--- src/rtl/stereo_serial_tx.sv ---
// Stereo output serializer: one holding register pair feeding a lockstep
// MSB-first shifter, with per-word OutFrame marking and an optional inter-word gap.
module stereo_serial_tx #(
  parameter int unsigned DATA_W     = 40,
  parameter int unsigned GAP_CYCLES = 0
) (
  input  logic              Sclk,
  input  logic              Reset,
  input  logic [DATA_W-1:0] DataInL,
  input  logic [DATA_W-1:0] DataInR,
  input  logic              DataValid,
  output logic              DataAccept,
  output logic              OutputL,
  output logic              OutputR,
  output logic              OutReady,
  output logic              OutFrame,
  output logic              Busy,
  output logic              Underrun
);

  localparam int unsigned CNT_W = (DATA_W > 1) ? $clog2(DATA_W) : 1;
  localparam int unsigned GAP_W = (GAP_CYCLES > 1) ? $clog2(GAP_CYCLES) : 1;

  typedef enum logic [1:0] {
    S_IDLE  = 2'd0,
    S_SHIFT = 2'd1,
    S_GAP   = 2'd2
  } state_t;

  state_t            r_state;
  state_t            w_state_next;
  logic              r_hold_full;
  logic [DATA_W-1:0] r_hold_l;
  logic [DATA_W-1:0] r_hold_r;
  logic [DATA_W-1:0] r_shift_l;
  logic [DATA_W-1:0] r_shift_r;
  logic [CNT_W-1:0]  r_cnt;
  logic [GAP_W-1:0]  r_gap_cnt;
  logic              w_load;
  logic              w_shift;
  logic              w_underrun;
  logic              w_gap_start;

  assign DataAccept = !r_hold_full;
  assign Busy       = r_hold_full || (r_state != S_IDLE);

  always_ff @(posedge Sclk) begin
    if (Reset) r_state <= S_IDLE;
    else       r_state <= w_state_next;
  end

  always_comb begin
    w_state_next = r_state;
    w_load       = 1'b0;
    w_shift      = 1'b0;
    w_underrun   = 1'b0;
    w_gap_start  = 1'b0;
    unique case (r_state)
      S_IDLE: begin
        if (r_hold_full) begin
          w_load       = 1'b1;
          w_state_next = S_SHIFT;
        end
      end
      S_SHIFT: begin
        if (r_cnt != '0) begin
          w_shift = 1'b1;
        end else begin
          // Underrun flags a word ending with nothing held, gap or not.
          w_underrun = !r_hold_full;
          if (GAP_CYCLES != 0) begin
            w_gap_start  = 1'b1;
            w_state_next = S_GAP;
          end else if (r_hold_full) begin
            w_load = 1'b1;
          end else begin
            w_state_next = S_IDLE;
          end
        end
      end
      S_GAP: begin
        if (r_gap_cnt == '0) begin
          if (r_hold_full) begin
            w_load       = 1'b1;
            w_state_next = S_SHIFT;
          end else begin
            w_state_next = S_IDLE;
          end
        end
      end
      default: w_state_next = S_IDLE;
    endcase
  end

  always_ff @(posedge Sclk) begin
    if (Reset) begin
      OutputL     <= 1'b0;
      OutputR     <= 1'b0;
      OutReady    <= 1'b0;
      OutFrame    <= 1'b0;
      Underrun    <= 1'b0;
      r_hold_full <= 1'b0;
      r_hold_l    <= '0;
      r_hold_r    <= '0;
      r_shift_l   <= '0;
      r_shift_r   <= '0;
      r_cnt       <= '0;
      r_gap_cnt   <= '0;
    end else begin
      Underrun <= w_underrun;

      if (w_load) begin
        OutputL   <= r_hold_l[DATA_W-1];
        OutputR   <= r_hold_r[DATA_W-1];
        r_shift_l <= r_hold_l << 1;
        r_shift_r <= r_hold_r << 1;
        r_cnt     <= CNT_W'(DATA_W - 1);
        OutReady  <= 1'b1;
        OutFrame  <= 1'b1;
      end else if (w_shift) begin
        OutputL   <= r_shift_l[DATA_W-1];
        OutputR   <= r_shift_r[DATA_W-1];
        r_shift_l <= r_shift_l << 1;
        r_shift_r <= r_shift_r << 1;
        r_cnt     <= r_cnt - CNT_W'(1);
        OutReady  <= 1'b1;
        OutFrame  <= 1'b0;
      end else begin
        OutputL  <= 1'b0;
        OutputR  <= 1'b0;
        OutReady <= 1'b0;
        OutFrame <= 1'b0;
      end

      if (w_gap_start) r_gap_cnt <= GAP_W'(GAP_CYCLES - 1);
      else if (r_state == S_GAP && r_gap_cnt != '0) r_gap_cnt <= r_gap_cnt - GAP_W'(1);

      // Load needs a full buffer and accept an empty one, so they never collide.
      if (w_load) begin
        r_hold_full <= 1'b0;
      end else if (DataValid && !r_hold_full) begin
        r_hold_l    <= DataInL;
        r_hold_r    <= DataInR;
        r_hold_full <= 1'b1;
      end
    end
  end

endmodule

--- config.mk ---
export PLATFORM = sky130hd
export DESIGN_NAME = stereo_serial_tx
export DESIGN_NICKNAME = d
export VERILOG_FILES = /design/src/rtl/stereo_serial_tx.sv
export SDC_FILE = /design/constraint.sdc
export NUM_CORES = 1
export LEC_CHECK = 0
export ABC_CLOCK_PERIOD_IN_PS = 1950
export CORE_ASPECT_RATIO = 1.4
export CORE_MARGIN = 2
export CORE_UTILIZATION = 40
export DETAILED_ROUTE_END_ITERATION = 16
export SETUP_SLACK_MARGIN = 0.05
export SYNTH_ARGS = -nofsm -noshare
export SYNTH_HDL_FRONTEND = slang
export SYNTH_SLANG_ARGS = --single-unit
--- constraint.sdc ---
create_clock -name Sclk -period 1.95 [get_ports Sclk]
set_clock_uncertainty 0.1 [all_clocks]
set_input_delay 0.195 -clock Sclk [delete_from_list [all_inputs] [get_ports Sclk]]
set_output_delay 0.195 -clock Sclk [all_outputs]
set_load 0.03 [all_outputs]
## Word level (Yosys, flattened, before mapping)

Index checks and enable logic that the tools add are counted.
Widths: inputs -> output; s select.

- Register bits after elaboration: 173
- Input bits: 83

- Reductions and logical operators: 12
- Add/sub/neg operators: 2
- Muxes and demuxes: 25
- Bitwise operators: 2
- Eq/ne operators: 6

Operators by type and width:

| cell | count |
|---|---|
| $mux 40 | 4 |
| $mux 1 | 13 |
| $mux 6 | 2 |
| $mux 2 | 4 |
| $ne 2x2->1 const B | 4 |
| $pmux 2 s3 | 1 |
| $reduce_bool 6->1 | 1 |
| $sub 6x1->6 const B | 1 |
| $reduce_and 4->1 | 1 |
| $reduce_bool 2->1 | 2 |
| $pmux 1 s3 | 1 |
| $reduce_or 3->1 | 1 |
| $eq 2x1->1 const B | 1 |
| $eq 2x2->1 const B | 1 |
| $logic_and 1x1->1 | 2 |
| $logic_not 2->1 | 1 |
| $not 1->1 | 2 |
| $reduce_and 2->1 | 1 |
| $reduce_or 2->1 | 1 |
| $logic_not 1->1 | 1 |
| $logic_or 1x1->1 | 1 |
| $sub 1x1->1 const B | 1 |

## Depth between registers and ports, before layout

- Depth in word-level cells: 5
- Mapped depth: 8

## Least setup slack after synthesis

No wires, ideal clock.

- Kind: register -> register
- Start point: register r_cnt[0]
- End point: register r_shift_l[10]
- Slack: 0.289 ns
- Arrival time: 1.480 ns
- Cell stages (with the launch flop): 8
- Data required time: 1.769 ns
- Library setup time: 0.081 ns
- Buffers on the path: 2
- Clock period less this slack: 1.661 ns
- Cells stage by stage: dfxtp_1 -> inv_1 -> ha_1 -> nor2b_1 -> a21bo_2 -> buf_2 -> buf_4 -> a211oi_2

- Word-level cells in the longest chain between the ends: 4

RTL lines:

| what | RTL line | source |
|---|---|---|
| start: declaration | 37 | `logic [CNT_W-1:0] r_cnt;` |
| start signal: assignment | 117 | `r_cnt <= CNT_W'(DATA_W - 1);` |
| start signal: assignment | 125 | `r_cnt <= r_cnt - CNT_W'(1);` |
| $reduce_bool 6->1 (*) | 66 | `if (r_cnt != '0) begin` |
| $mux 1 | 66 |  |
| $pmux 1 s3 or $mux 1 (tied branches) | 58 | `unique case (r_state)` |
| $mux 40 or $reduce_bool 2->1 (tied branches) | -- |  |
| end signal: assignment | 115 | `r_shift_l <= r_hold_l << 1;` |
| end signal: assignment | 123 | `r_shift_l <= r_shift_l << 1;` |
| end: declaration | 35 | `logic [DATA_W-1:0] r_shift_l;` |

Every way passes the cells marked *; elsewhere a longest branch is shown, timed or not.
A chain may end at the register's enable or synchronous reset.

## Final worst setup path

- Start point: register r_cnt[0]
- End point: register r_shift_l[37]

Same word-level chain as after synthesis.

==> impl_metrics.json <==
{
  "gp_congestion": 0.7164,
  "synth_top_area_share_pct": 48.68,
  "finalHoldViolations": 0,
  "syn_to_final_growth_pct": 24.16,
  "clock_path_buffers": 2,
  "die_area_um2": 18670,
  "htreeDepth": 4,
  "ys_seq_area_share_pct": 48.68,
  "cts_setup_buffers": 0,
  "core_area_um2": 17260,
  "synth_area_um2": 7032,
  "switching_share_pct": 27.33,
  "grt_antenna_before_repair": 0,
  "wl_um": 14100,
  "p_total_mw": 8.321,
  "wl_per_cell_um": 13.18,
  "slowest_delay_ns": 0.33,
  "min_path_type": "in -> reg",
  "cts_made_buffers": 17,
  "hold_slack_ns": 0.1290,
  "synth.largest_area_cell": "dfxtp_1",
  "postRouteAntennaNets": 0,
  "min_to": "r_hold_l[20]$_SDFFE_PP0P_",
  "first_pass_iters": 6,
  "synthFlopType": "dfxtp_1",
  "period_needed_ns": 1.833,
  "pre_cts_ws_ns": 0.1132,
  "die_h_um": 160.9,
  "max_clock_freq_mhz": 545.7,
  "drtIter0Drc": 308,
  "grt_max_degree": 59,
  "crit_chain": "inv_1, ha_1, nor2b_2, a21bo_4, buf_12, nor2_1, a211oi_2",
  "port_buffers": 89,
  "dpl_cell_area_um2": 8165,
  "p_int_mw": 6.047,
  "relSlewSlack_pct": 62.53,
  "tightestPinTransition_ns": 0.5621,
  "r2r_cells": 7,
  "holdPathStages": 2,
  "power_frac_comb_pct": 14.3,
  "grt_setup_unrepaired": "yes",
  "maxCapViolCount": 0,
  "start_util_pct": 40.74,
  "hpwl_um": 9388,
  "synth-seq-cells": 171,
  "drv_slew": 0,
  "drive_gt1_share_pct": 14.51,
  "cp.arrival_ns": 2.06,
  "setup_viol": 0,
  "timing.rr.start": "r_cnt[0]$_SDFFE_PP0P_",
  "p_switching_mw": 2.274,
  "grt-ovfl-total": 0,
  "crit_path_start_kind": "flip-flop",
  "syn_nets": 844,
  "yosysUniqueCellTypes": 30,
  "diodes": 0,
  "r2r-end": "r_shift_l[37]$_SDFFE_PP0P_",
  "p_leak_nw": 3.249,
  "clk_pin_slew_ns": 0.07,
  "finalCritPeriodShare_pct": 93.98,
  "clock_sinks": 171,
  "ios": 90,
  "synth_area_leaders": "dfxtp_1 (49%), mux2i_1 (11%), a211oi_2 (11%)",
  "pwr-share-seq_pct": 47.3,
  "drcViolationCount": 0,
  "avgSynthCellArea_um2": 9.264,
  "clkPwrFrac_pct": 38.5,
  "grt_util_all_layers_pct": 15.67,
  "crit_slowest_cell": "dfxtp_1",
  "synth-async-reset-ratio_pct": 0,
  "grt_pass1_wl_um": 23760,
  "cts_tree": "built",
  "syn_inst": 759,
  "nets": 906,
  "postLayoutCellArea_um2": 8731,
  "row_count": 57,
  "ir_drop_uv": 534.1,
  "critical_path_class": "reg -> reg",
  "min_from": "Reset",
  "crit_required_ns": 2.18,
  "worst_slack_ns": 0.1175,
  "insertion_delay_ns": 0.42,
  "synth-edff-count": 0,
  "rrSetupSlack_ns": 0.12,
  "status": "complete, no violations",
  "end_kind": "flip-flop",
  "vias": 5281,
  "p_per_area_nw_per_um2": 953.0,
  "first_global_vias": 5216,
  "final.setup.tns_ns": 0,
  "vias_per_cell": 4.936,
  "cts_root_buffer": "clkbuf_16",
  "crit_fanout": 50,
  "ys_warn_count": 0,
  "fp.dieW_um": 116.1
}
==> cell usage after synthesis (2+ instances only) <==
cell type  number
a211oi_2       60
buf_2          16
inv_1           4
nand2_1       163
nand3_1         6
buf_6           8
nor2b_1         2
dfxtp_1       171
or3_1           2
clkbuf_1       32
nor3_1          6
a211oi_1       20
nor2_1         80
ha_1            2
and3_1          2
a21oi_1        87
mux2i_1        78
buf_4           8
==> cell type report <==
cell class | count | area, um^2
clock inverter | 15 | 137.6
inverter | 4 | 15.01
timing repair buffer | 108 | 1167
clock buffer | 17 | 425.4
fill | 1671 | 8528
sequential | 171 | 3427
multi-input combinational | 519 | 3263
tap | 236 | 295.3
==> through the flow <==
| stage | util (%) | instances |
|---|---|---|
| 2_1_floorplan | - | 759 |
| 3_3_place_gp | 47.31 | 1038 |
| 5_1_grt | 50.59 | 1070 |
| 3_5_place_dp | 47.31 | 1038 |
| 4_1_cts | 50.57 | 1070 |
| 6_report | 50.59 | 1070 |
==> routing by layer <==
| metal | vias up | GRT usage, % | share of wire (%) |
|---|---|---|---|
| li1 | 2730 | - | - |
| met1 | 2470 | 18.86 | 44 |
| met2 | 69 | 27.67 | 52 |
| met3 | 12 | 3.094 | 2.8 |
| met4 | 0 | 5.087 | 1.2 |
| met5 | - | 0 | 0 |
==> cell usage in the layout, fill, tap and decap left out, drive strengths merged <==
master	instances
buf	22
clkbuf	17
nand3	6
clkinv	1
nor3	7
nor4	1
or3	2
a21boi	1
a21oi	87
o21ai	1
nand3b	1
inv	16
dfxtp	171
nor2	80
and2	1
ha	2
nor2b	2
mux2i	78
or2	1
a21bo	1
clkinvlp	2
nand2	163
o21a	1
a211oi	80
nor4b	1
nand2b	1
and3	2
clkdlybuf4s50	86
==> worst max-delay path, delay by kind of cell (launching register included) <==
| family | cells | cell delay [ns] |
|---|---|---|
| buf+inv | 2 | 0.35 |
| flops | 1 | 0.33 |
| compound gates | 2 | 0.43 |
| fa+ha+maj | 1 | 0.19 |
| simple gates | 2 | 0.33 |
==> power groups by stage <==
stage / sequential [mW] / clock (mW) / combinational, mW
floorplan: 3.96 / 0 / 0.856
global placement: 4.00 / 0 / 1.16
detailed placement: 4.01 / 0 / 1.20
CTS: 3.93 / 3.28 / 1.21
global route: 3.97 / 3.43 / 1.32
finish: 3.93 / 3.20 / 1.19
==> registers in the layout, summed over array words and instances, names as in the netlist <==
| name | count |
|---|---|
| OutFrame | 1 |
| OutReady | 1 |
| OutputL | 1 |
| OutputR | 1 |
| Underrun | 1 |
| r_cnt | 6 |
| r_hold_full | 1 |
| r_hold_l | 40 |
| r_hold_r | 40 |
| r_shift_l | 39 |
| r_shift_r | 39 |
| r_state | 1 |
==> timing repair <==
item                       CTS  global route
setup endpoints to repair    0            73
hold buffers                 0             0
gates resized for setup      0             2
==> logic make-up after synthesis <==
| family | count (synthesis) | synth area share (%) |
|---|---|---|
| flops | 171 | 48.68 |
| buf+inv | 69 | 5.249 |
| compound gates | 171 | 19.43 |
| fa+ha+maj | 2 | 0.3558 |
| mux | 78 | 11.10 |
| simple gates | 268 | 15.18 |
==> how the worst max path moves through the flow <==
stage / from / end / slack (ns) / cells after the start
global route: r_cnt[0]$_SDFFE_PP0P_ / r_shift_r[14]$_SDFFE_PP0P_ / -0.03 / 7
global placement: r_cnt[0]$_SDFFE_PP0P_ / r_shift_r[37]$_SDFFE_PP0P_ / 0.18 / 7
detailed placement: r_cnt[0]$_SDFFE_PP0P_ / r_shift_l[37]$_SDFFE_PP0P_ / 0.11 / 7
CTS: r_cnt[0]$_SDFFE_PP0P_ / r_shift_l[37]$_SDFFE_PP0P_ / 0.1 / 7
finish: r_cnt[0]$_SDFFE_PP0P_ / r_shift_l[37]$_SDFFE_PP0P_ / 0.12 / 7
floorplan: r_cnt[0]$_SDFFE_PP0P_ / r_shift_l[10]$_SDFFE_PP0P_ / 0.29 / 7
No activity file was read; power rests on OpenSTA's default activity.
